## config.mk

```make
export PLATFORM = sky130hd
export DESIGN_NAME = naval_display_scan_flat
export DESIGN_NICKNAME = d
export VERILOG_FILES = /design/src/rtl/naval_display_scan_if.sv /design/src/rtl/naval_display_scan.sv /design/src/flat_wrapper.sv
export SDC_FILE = /design/constraint.sdc
export NUM_CORES = 1
export LEC_CHECK = 0
export ABC_AREA = 1
export CORE_MARGIN = 1
export CORE_UTILIZATION = 45
export DETAILED_ROUTE_END_ITERATION = 12
export GPL_TIMING_DRIVEN = 0
export PLACE_DENSITY = 0.66
export SETUP_SLACK_MARGIN = 0.02
export SYNTH_ARGS = -nofsm -noshare
export SYNTH_HDL_FRONTEND = slang
export SYNTH_SLANG_ARGS = --single-unit
export TNS_END_PERCENT = 20
```

## constraint.sdc

```tcl
create_clock -name clk_i -period 3.16 [get_ports clk_i]
set_clock_uncertainty 0.1 [all_clocks]
set_input_delay 0.632 -clock clk_i [delete_from_list [all_inputs] [get_ports clk_i]]
set_output_delay 0.632 -clock clk_i [all_outputs]
set_load 0.02 [all_outputs]
```

## src/rtl/naval_display_scan_if.sv

```systemverilog
`default_nettype none
// ============================================================================
// Interface : naval_display_scan_if
// Brief     : Content/handshake and pin bundle between game control and the
//             multiplexed 7-segment display driver.
// Revision  : 1.0 - initial release
// ============================================================================
interface naval_display_scan_if #(
  parameter int NDIG = 4
);
  logic                    mode;
  logic [4*(NDIG-1)-1:0]   data;
  logic [NDIG-1:0]         blank;
  logic [NDIG-1:0]         blink;
  logic                    load;
  logic                    ack;
  logic [6:0]              seg;
  logic [NDIG-1:0]         dig;
  logic                    frame;

  // Game control side: supplies content, observes handshake and pins.
  modport master (
    output mode, data, blank, blink, load,
    input  ack, seg, dig, frame
  );

  // Display driver side.
  modport slave (
    input  mode, data, blank, blink, load,
    output ack, seg, dig, frame
  );
endinterface
`default_nettype wire

```

## src/rtl/naval_display_scan.sv

```systemverilog
`default_nettype none
// ============================================================================
// Module   : naval_display_scan
// Brief    : Time-multiplexed NDIG-digit common-anode 7-segment driver with
//            frame-synchronous shadow loading, per-digit blank and blink.
// Revision : 1.0 - initial release
// ============================================================================
module naval_display_scan #(
  parameter int NDIG         = 4,
  parameter int SCAN_DIV     = 50000,
  parameter int BLINK_FRAMES = 64
) (
  input wire                  clk_i,
  input wire                  rstn_i,
  naval_display_scan_if.slave disp_if
);

  localparam int c_DW     = 4 * (NDIG - 1);
  localparam int c_DIV_W  = $clog2(SCAN_DIV);
  localparam int c_IDX_W  = $clog2(NDIG);
  localparam int c_FCNT_W = (BLINK_FRAMES > 1) ? $clog2(BLINK_FRAMES) : 1;

  localparam logic [c_DIV_W-1:0]  c_DIV_LAST  = c_DIV_W'(SCAN_DIV - 1);
  localparam logic [c_IDX_W-1:0]  c_IDX_LAST  = c_IDX_W'(NDIG - 1);
  localparam logic [c_FCNT_W-1:0] c_FCNT_LAST = c_FCNT_W'(BLINK_FRAMES - 1);

  localparam logic [6:0] c_SEG_OFF = 7'b1111111;
  localparam logic [6:0] c_SEG_P   = 7'b0011000;
  localparam logic [6:0] c_SEG_A   = 7'b0001000;

  logic [c_DIV_W-1:0]  div_q,   div_d;
  logic [c_IDX_W-1:0]  idx_q,   idx_d;
  logic [c_FCNT_W-1:0] fcnt_q,  fcnt_d;
  logic                phase_q, phase_d;
  logic                pending_q, pending_d;
  logic                mode_q,  mode_d;
  logic [c_DW-1:0]     data_q,  data_d;
  logic [NDIG-1:0]     blank_q, blank_d;
  logic [NDIG-1:0]     blink_q, blink_d;
  logic                ack_q,   ack_d;
  logic                frame_q, frame_d;

  logic                w_tick;
  logic                w_bnd;
  logic                w_take;
  logic                w_dark;
  logic [3:0]          w_nib;
  logic [6:0]          w_seg;
  logic [NDIG-1:0]     w_dig;

  function automatic logic [6:0] hex_glyph(input logic [3:0] v);
    logic [6:0] g;
    case (v)
      4'h0: g = 7'b0000001;
      4'h1: g = 7'b1001111;
      4'h2: g = 7'b0010010;
      4'h3: g = 7'b0000110;
      4'h4: g = 7'b1001100;
      4'h5: g = 7'b0100100;
      4'h6: g = 7'b0100000;
      4'h7: g = 7'b0001111;
      4'h8: g = 7'b0000000;
      4'h9: g = 7'b0000100;
      4'hA: g = 7'b0001000;
      4'hB: g = 7'b1100000;
      4'hC: g = 7'b0110001;
      4'hD: g = 7'b1000010;
      4'hE: g = 7'b0110000;
      default: g = 7'b0111000;
    endcase
    return g;
  endfunction

  // Scan timing, frame-boundary shadow capture and blink phase.
  always_comb begin
    w_tick    = (div_q == c_DIV_LAST);
    w_bnd     = w_tick && (idx_q == c_IDX_LAST);
    w_take    = w_bnd && (pending_q || disp_if.load);

    div_d     = w_tick ? '0 : div_q + 1'b1;
    idx_d     = idx_q;
    if (w_tick) begin
      idx_d = (idx_q == c_IDX_LAST) ? '0 : idx_q + 1'b1;
    end

    // A LOAD on the boundary itself is consumed there, so it must not re-arm.
    pending_d = w_bnd ? 1'b0 : (pending_q || disp_if.load);

    fcnt_d    = fcnt_q;
    phase_d   = phase_q;
    if (w_bnd) begin
      if (fcnt_q == c_FCNT_LAST) begin
        fcnt_d  = '0;
        phase_d = ~phase_q;
      end else begin
        fcnt_d  = fcnt_q + 1'b1;
      end
    end

    mode_d    = w_take ? disp_if.mode  : mode_q;
    data_d    = w_take ? disp_if.data  : data_q;
    blank_d   = w_take ? disp_if.blank : blank_q;
    blink_d   = w_take ? disp_if.blink : blink_q;
    ack_d     = w_take;
    frame_d   = w_bnd;
  end

  always_ff @(posedge clk_i or negedge rstn_i) begin
    if (!rstn_i) begin
      div_q     <= '0;
      idx_q     <= '0;
      fcnt_q    <= '0;
      phase_q   <= 1'b0;
      pending_q <= 1'b0;
      mode_q    <= 1'b0;
      data_q    <= '0;
      blank_q   <= '1;
      blink_q   <= '0;
      ack_q     <= 1'b0;
      frame_q   <= 1'b0;
    end else begin
      div_q     <= div_d;
      idx_q     <= idx_d;
      fcnt_q    <= fcnt_d;
      phase_q   <= phase_d;
      pending_q <= pending_d;
      mode_q    <= mode_d;
      data_q    <= data_d;
      blank_q   <= blank_d;
      blink_q   <= blink_d;
      ack_q     <= ack_d;
      frame_q   <= frame_d;
    end
  end

  // Pin decode is a pure function of registered state, so inputs never
  // reach the pins combinationally.
  always_comb begin
    w_dark = 1'b1;
    w_nib  = 4'h0;
    w_dig  = '1;
    for (int k = 0; k < NDIG; k++) begin
      if (idx_q == c_IDX_W'(k)) begin
        w_dark = blank_q[k] | (blink_q[k] & phase_q);
        if (div_q != '0) begin
          w_dig[k] = 1'b0;
        end
      end
    end
    for (int k = 0; k < NDIG - 1; k++) begin
      if (idx_q == c_IDX_W'(k)) begin
        w_nib = data_q[4*k +: 4];
      end
    end

    if (w_dark) begin
      w_seg = c_SEG_OFF;
    end else if (idx_q == c_IDX_LAST) begin
      w_seg = mode_q ? c_SEG_A : c_SEG_P;
    end else begin
      w_seg = hex_glyph(w_nib);
    end
  end

  assign disp_if.seg   = w_seg;
  assign disp_if.dig   = w_dig;
  assign disp_if.ack   = ack_q;
  assign disp_if.frame = frame_q;

endmodule
`default_nettype wire

```

## src/flat_wrapper.sv

```systemverilog
// flat-port wrapper written by rule: the top's interface ports become plain ports
module naval_display_scan_flat 
#(
  parameter int NDIG         = 4,
  parameter int SCAN_DIV     = 50000,
  parameter int BLINK_FRAMES = 64
)
  (clk_i, rstn_i, disp_if_mode, disp_if_data, disp_if_blank, disp_if_blink, disp_if_load, disp_if_ack, disp_if_seg, disp_if_dig, disp_if_frame);
  naval_display_scan_if #(.NDIG(NDIG)) disp_if_i ();
  input wire clk_i;
  input wire rstn_i;
  input wire logic [$bits(disp_if_i.mode)-1:0] disp_if_mode;
  input wire logic [$bits(disp_if_i.data)-1:0] disp_if_data;
  input wire logic [$bits(disp_if_i.blank)-1:0] disp_if_blank;
  input wire logic [$bits(disp_if_i.blink)-1:0] disp_if_blink;
  input wire logic [$bits(disp_if_i.load)-1:0] disp_if_load;
  output wire logic [$bits(disp_if_i.ack)-1:0] disp_if_ack;
  output wire logic [$bits(disp_if_i.seg)-1:0] disp_if_seg;
  output wire logic [$bits(disp_if_i.dig)-1:0] disp_if_dig;
  output wire logic [$bits(disp_if_i.frame)-1:0] disp_if_frame;
  assign disp_if_i.mode = disp_if_mode;
  assign disp_if_i.data = disp_if_data;
  assign disp_if_i.blank = disp_if_blank;
  assign disp_if_i.blink = disp_if_blink;
  assign disp_if_i.load = disp_if_load;
  assign disp_if_ack = disp_if_i.ack;
  assign disp_if_seg = disp_if_i.seg;
  assign disp_if_dig = disp_if_i.dig;
  assign disp_if_frame = disp_if_i.frame;
  naval_display_scan #(.NDIG(NDIG), .SCAN_DIV(SCAN_DIV), .BLINK_FRAMES(BLINK_FRAMES)) u_core (.clk_i(clk_i), .rstn_i(rstn_i), .disp_if(disp_if_i));
endmodule
```

==> out/metrics.yaml <==
status: "finished, violations left"
failed_checks: "design-rule violations"
synth_largest_area_cell: "dfrtp_1"
yosysSeqAreaShare: 0.408
overflow: 0
slew-limit-headroom: 0.712
grt_pass1_wl_mm: 12.2
drt_iter0_markers: 165
hold_class: "in2async"
root_buffer: "clkbuf_8"
io_pins: 37
cp.required_ns: 2.43
max_stage_delay_ns: 0.44
chipWidth_um: 83.9
htreeDepth: 2
ys_types: 32
drive_above_1_share: 0.181
synth_area_leaders: "dfrtp_1 (37%), nand2_1 (17%), nand3_1 (9.6%)"
drc: 2
drt-total-wl_mm: 7.12
gp_congestion: 0.890
path_cells: "inv_2, ha_4, buf_6, inv_4, or2_2, nand2_2, ha_4, nand3b_1, a21oi_2, nand2_1, nand2_1, buf_6"
power_frac_clock: 0.386
internal-power_uw: 856
rsz0062_at_grt: "true"
cts_tree: "built"
slew_violations: 0
cts.sinks: 49
place_hpwl_mm: 5.11
synth_top_family_by_area: "simple AND/OR/NAND/NOR gates"
antenna_found_initial: 0
initial_utilization: 0.470
arrival_ns: 2.39
cts_buffer_depth: 2
period_minus_slack_ns: 3.12
startpoint_type: "register"
synthCells: 412
num_antenna_cells: 0
die-area_um2: 7040
pwr-share-seq: 0.574
fin_nets: 511
synth_top_area_frac: 0.373
synth-simple-area-share: 0.382
layout_commonest_cell: "nand2_1"
fin_crit_sh: 0.987
hold_buffers: 0
drt-wirelength-per-cell_um: 12.9
placed_cells: 526
finalSetupViolCount: 0
placed_area_um2: 3490
netSwitchingFraction: 0.216
cts_made_buffers: 5
synth-compound-area-share: 0.0418
netlist_area_um2: 3020
grt_max_degree: 38
whs_ns: 0.104
synth_seq_cells: 49
cpMaxStageDelayCell: "dfrtp_2"
fp-row-count: 29
max_freq_mhz: 321
syn_nets: 450
portBuffers: 36
hold_viol: 0
dr_total_vias: 2824
ant_nets: 0
end_kind: "output pin"
pwr-share-comb: 0.040
n_fill_cell: 591
instances_no_fill: 551
final_cell_mix: "nand2_1 (133), nand3_1 (58), dfrtp_1 (44)"
final_util: 0.592
syn2layout_area_growth_pct: 25.8
design_area_um2: 3800
worstSetupPathType: "reg2out"
via_per_inst: 5.13
switchingPower_uw: 236
die_h_um: 83.9
power_uw: 1090
yosysWarnings: 0
p_leak_uw: 0.00193
path_clk_slew_ns: 0.09
power.density_nw_per_um2: 287
vdd_drop_max_mv: 0.162
maxCapViolations: 0
synth_xor_xnor_area_share: 0.0232
synth_mux_area_frac: 0
core_region_area_um2: 6420
cp_max_fo: 9
worst_slew_pin_slew_ns: 0.429
avgSynthCellArea_um2: 7.33
grt_pass1_vias: 2670
yosys.area_share.adder: 0.0580
dr.pass1.iters: 9
insertion_delay_ns: 0.31
grt_use_total: 0.216
[synthesized netlist by cell type (all sizes together)]
cell type  count
clkinv         2
nor3           9
nor2          32
or2            6
dfstp          4
clkbuf         2
ha            14
xnor2          1
nand4          6
nand3         59
inv           46
nand2        143
nand3b         4
buf            7
a211o          1
dfrtp         45
o21ai          9
nor4           1
a21oi         13
xor2           7
o21bai         1
[metrics by stage]
step	setup WS [ns]	TNS, ns
after floorplan	0.336	0
after global placement	-0.415	-5.47
after detailed placement	-0.490	-1.94
after CTS	0.0219	0
after global routing	-0.0983	-0.189
final	0.0416	0
[repair_timing]
action                                  CTS  global route
buffers inserted                          9             7
pin swaps                                 3             6
gates resized for setup                  38            19
endpoints found under the hold margin     0             0
endpoints found under the setup margin    7             7
gates cloned                              0             1
[registers in the layout, summed over array words and instances (netlist names)]
| register | flops |
|---|---|
| u_core.blank_q | 4 |
| u_core.blink_q | 4 |
| u_core.data_q | 12 |
| u_core.disp_if.ack | 1 |
| u_core.disp_if.frame | 1 |
| u_core.div_q | 16 |
| u_core.fcnt_q | 6 |
| u_core.idx_q | 2 |
| u_core.mode_q | 1 |
| u_core.pending_q | 1 |
| u_core.phase_q | 1 |
[worst max-delay path, delay by kind of cell (launching register included)]
family                   cells  cell delay, ns
adder cells (fa/ha/maj)      2            0.35
flip-flops                   1            0.44
AND/OR/NAND/NOR              5            0.73
buffers and inverters        4            0.39
AO/OA/AOI/OAI                1            0.16
[layout make-up]
class                           count  area (um^2)  area share
Buffer                              9         93.8      0.0247
Sequential cell                    49         1230       0.324
Clock buffer                        7         96.3      0.0254
Inverter                           48          186      0.0491
Multi-Input combinational cell    306         1610       0.424
Clock inverter                      1         8.76     0.00230
Tap cell                           77         96.3      0.0254
Timing Repair Buffer               54          475       0.125
[worst paths after layout]
| check | from | slack [ns] | end | cells after the start |
|---|---|---|---|---|
| min in group clk_i | u_core.blank_q[0] | 0.37 | u_core.blank_q[0] | 2 |
| max | u_core.idx_q[0] | 0.04 | disp_if_seg[5] | 12 |
| min | rstn_i | 0.10 | u_core.div_q[11] | 1 |
| max reg2reg | u_core.idx_q[1] | 1.23 | u_core.data_q[11] | 8 |
| max in group asynchronous | rstn_i | 2.28 | u_core.blank_q[3] | 2 |
| min reg2reg | u_core.blank_q[0] | 0.37 | u_core.blank_q[0] | 2 |
[per-layer routing]
| metal | wire length [um] | global-route usage |
|---|---|---|
| met2 | 3330 | 0.352 |
| met3 | 356 | 0.0376 |
| met1 | 3320 | 0.292 |
| met5 | 0 | 0 |
| met4 | 120 | 0.0674 |
[power groups by stage]
stage	Combinational, uW	Clock [uW]	Sequential [uW]
4_1_cts	44.6	438	627
3_5_place_dp	44.4	0	639
3_3_place_gp	41.9	0	639
5_1_grt	48.1	464	627
2_1_floorplan	0.143	0	639
6_report	43.4	422	627
[kinds of logic after synthesis]
| group | Yosys count |
|---|---|
| buffers and inverters | 57 |
| and+or+nand+nor | 260 |
| AOI/OAI and AO/OA | 24 |
| adders and majority gates | 14 |
| DFF | 49 |
| xor gates and xnor gates | 8 |
No activity file was read; power rests on OpenSTA's default activity.
==> RTL change, RTL diff (same flow settings) <==
`SCAN_DIV` is set to 50000 in 2 places; all go to 200000.
--- a/src/rtl/naval_display_scan.sv
+++ b/src/rtl/naval_display_scan.sv
@@ -9,3 +9,3 @@
   parameter int NDIG         = 4,
-  parameter int SCAN_DIV     = 50000,
+  parameter int SCAN_DIV     = 200000,
   parameter int BLINK_FRAMES = 64
--- a/src/flat_wrapper.sv
+++ b/src/flat_wrapper.sv
@@ -4,3 +4,3 @@
   parameter int NDIG         = 4,
-  parameter int SCAN_DIV     = 50000,
+  parameter int SCAN_DIV     = 200000,
   parameter int BLINK_FRAMES = 64
Check against the original RTL: same outputs for any inputs over 10 cycles, from zero or initial values and one cycle with rstn_i low; that may be too few to reach the edited logic, so the function may still have changed.
==> RTL change against the original RTL <==
Worst setup slack gained 0.11 ns. Sequential cell count grew 2. Synthesized area grew 4.6%. Combinational power grew 4.6%. Power shrank 2.1%. Routed wire length grew 3.9%. Cell count grew 3.8%. Clock power shrank 12%. Register-to-register slack is essentially flat. Cell area grew 1.1%. Non-clock buffer count shrank 6.
==> RTL change: results (changes against the original RTL) <==
* Outcome: complete, no violations (was finished with violations)
* CTS resizes at 27 (was 38)
* Synth Area in Compound Gates at 2.85% (was 4.18%)
* Layout cell share with drive strength beyond 1 at 14.5% (was 18.1%)
* Drt first pass iters at 4 (was 9)
* Total Nets Final at 513 (was 511)
* Syn nets at 464 (was 450)
* Setup Buffers After CTS at 4 (was 9)
* Multi-In Gates at 314 (was 306)
* Placed Cells at 559 (was 526)
* Arr. time, crit path at 2.28 ns (was 2.39 ns)
* CP top delay family: buffers and inverters (was simple AND/OR/NAND/NOR gates)
* Pre-CTS setup slack at -0.424 ns (was -0.490 ns)
* CP Max Fanout at 7 (was 9)
* Worst slew pin tran at 0.778 ns (was 0.429 ns)
* XOR/XNOR Fraction of Synth Area at 3.88% (was 2.32%)
* Bufs w/o clock at 57 (was 63)
* Layout clock area frac at 2.21% (was 2.77%)
* Reg2Reg Capture Point: u_core.fcnt_q[2]$_DFFE_PN0P_ (was u_core.data_q[11]$_DFFE_PN0P_)
* Net switching share of the total power at 21.9% (was 21.6%)
* Netlist cell types at 31 (was 32)
* Adder-Cell Fraction of Synth Area at 5.54% (was 5.80%)
* Highest cell delay on the worst timing path at 0.62 ns (was 0.44 ns)
* P_comb at 0.0000454 W (was 0.0000434 W)
* DIE AREA at 7360 sq um (was 7040 sq um)
* Critical path's slowest cell: clkdlybuf4s50_1 (was dfrtp_2)
* GRT Util Overall at 21.6% (about the same)
* Inverter count at 46 (was 48)
* Biggest regs: u_core.div_q x18, u_core.data_q x12, u_core.fcnt_q x6 (was u_core.div_q x16, u_core.data_q x12, u_core.fcnt_q x6)
* FILL cells at 668 (was 591)
* Worst r2r path cells at 5 (was 8)
* Most instantiated cells after synthesis: 147 x nand2_1, 47 x dfrtp_1, 41 x inv_1 (was 138 x nand2_1, 58 x nand3_1, 45 x dfrtp_1)
* DR vias/cell at 4.99 (was 5.13)
* Leak at 1.93 nW (about the same)
* Fraction of area in multi-input gates at 43.5% (was 42.4%)
* Largest net degree at the start of global routing at 33 (was 38)
* Synth Register Bits at 51 (was 49)
* Clock network power at 0.000372 W (was 0.000422 W)
* Placed Instance Area at 3660 sq um (was 3490 sq um)
* First-pass GRT wire length at 12,500 um (was 12,200 um)
* Seq/Total Area, Yosys at 40.5% (was 40.8%)
-- RTL change: layer usage --
metal | wire length (um) | share of wire, % | global-route usage [%]
met1 | 3610 | 49 | 30.2
met2 | 3400 | 46 | 35.0
met3 | 283 | 3.8 | 3.66
met4 | 101 | 1.4 | 5.76
met5 | 0 | 0 | 0
-- RTL change: worst max-delay path by stage --
stage,depth (start not counted),endpoint,startpoint,slack (ns)
3_5_place_dp,13,disp_if_seg[5],u_core.idx_q[0]$_DFFE_PN0N_,-0.42
5_1_grt,7,disp_if_dig[2],u_core.div_q[0]$_DFF_PN0_,0.03
6_report,7,disp_if_dig[2],u_core.div_q[0]$_DFF_PN0_,0.15
4_1_cts,12,disp_if_seg[5],u_core.idx_q[0]$_DFFE_PN0N_,0.01
2_1_floorplan,12,disp_if_seg[5],u_core.idx_q[0]$_DFFE_PN0N_,0.34
3_3_place_gp,13,disp_if_seg[5],u_core.idx_q[0]$_DFFE_PN0N_,-0.41
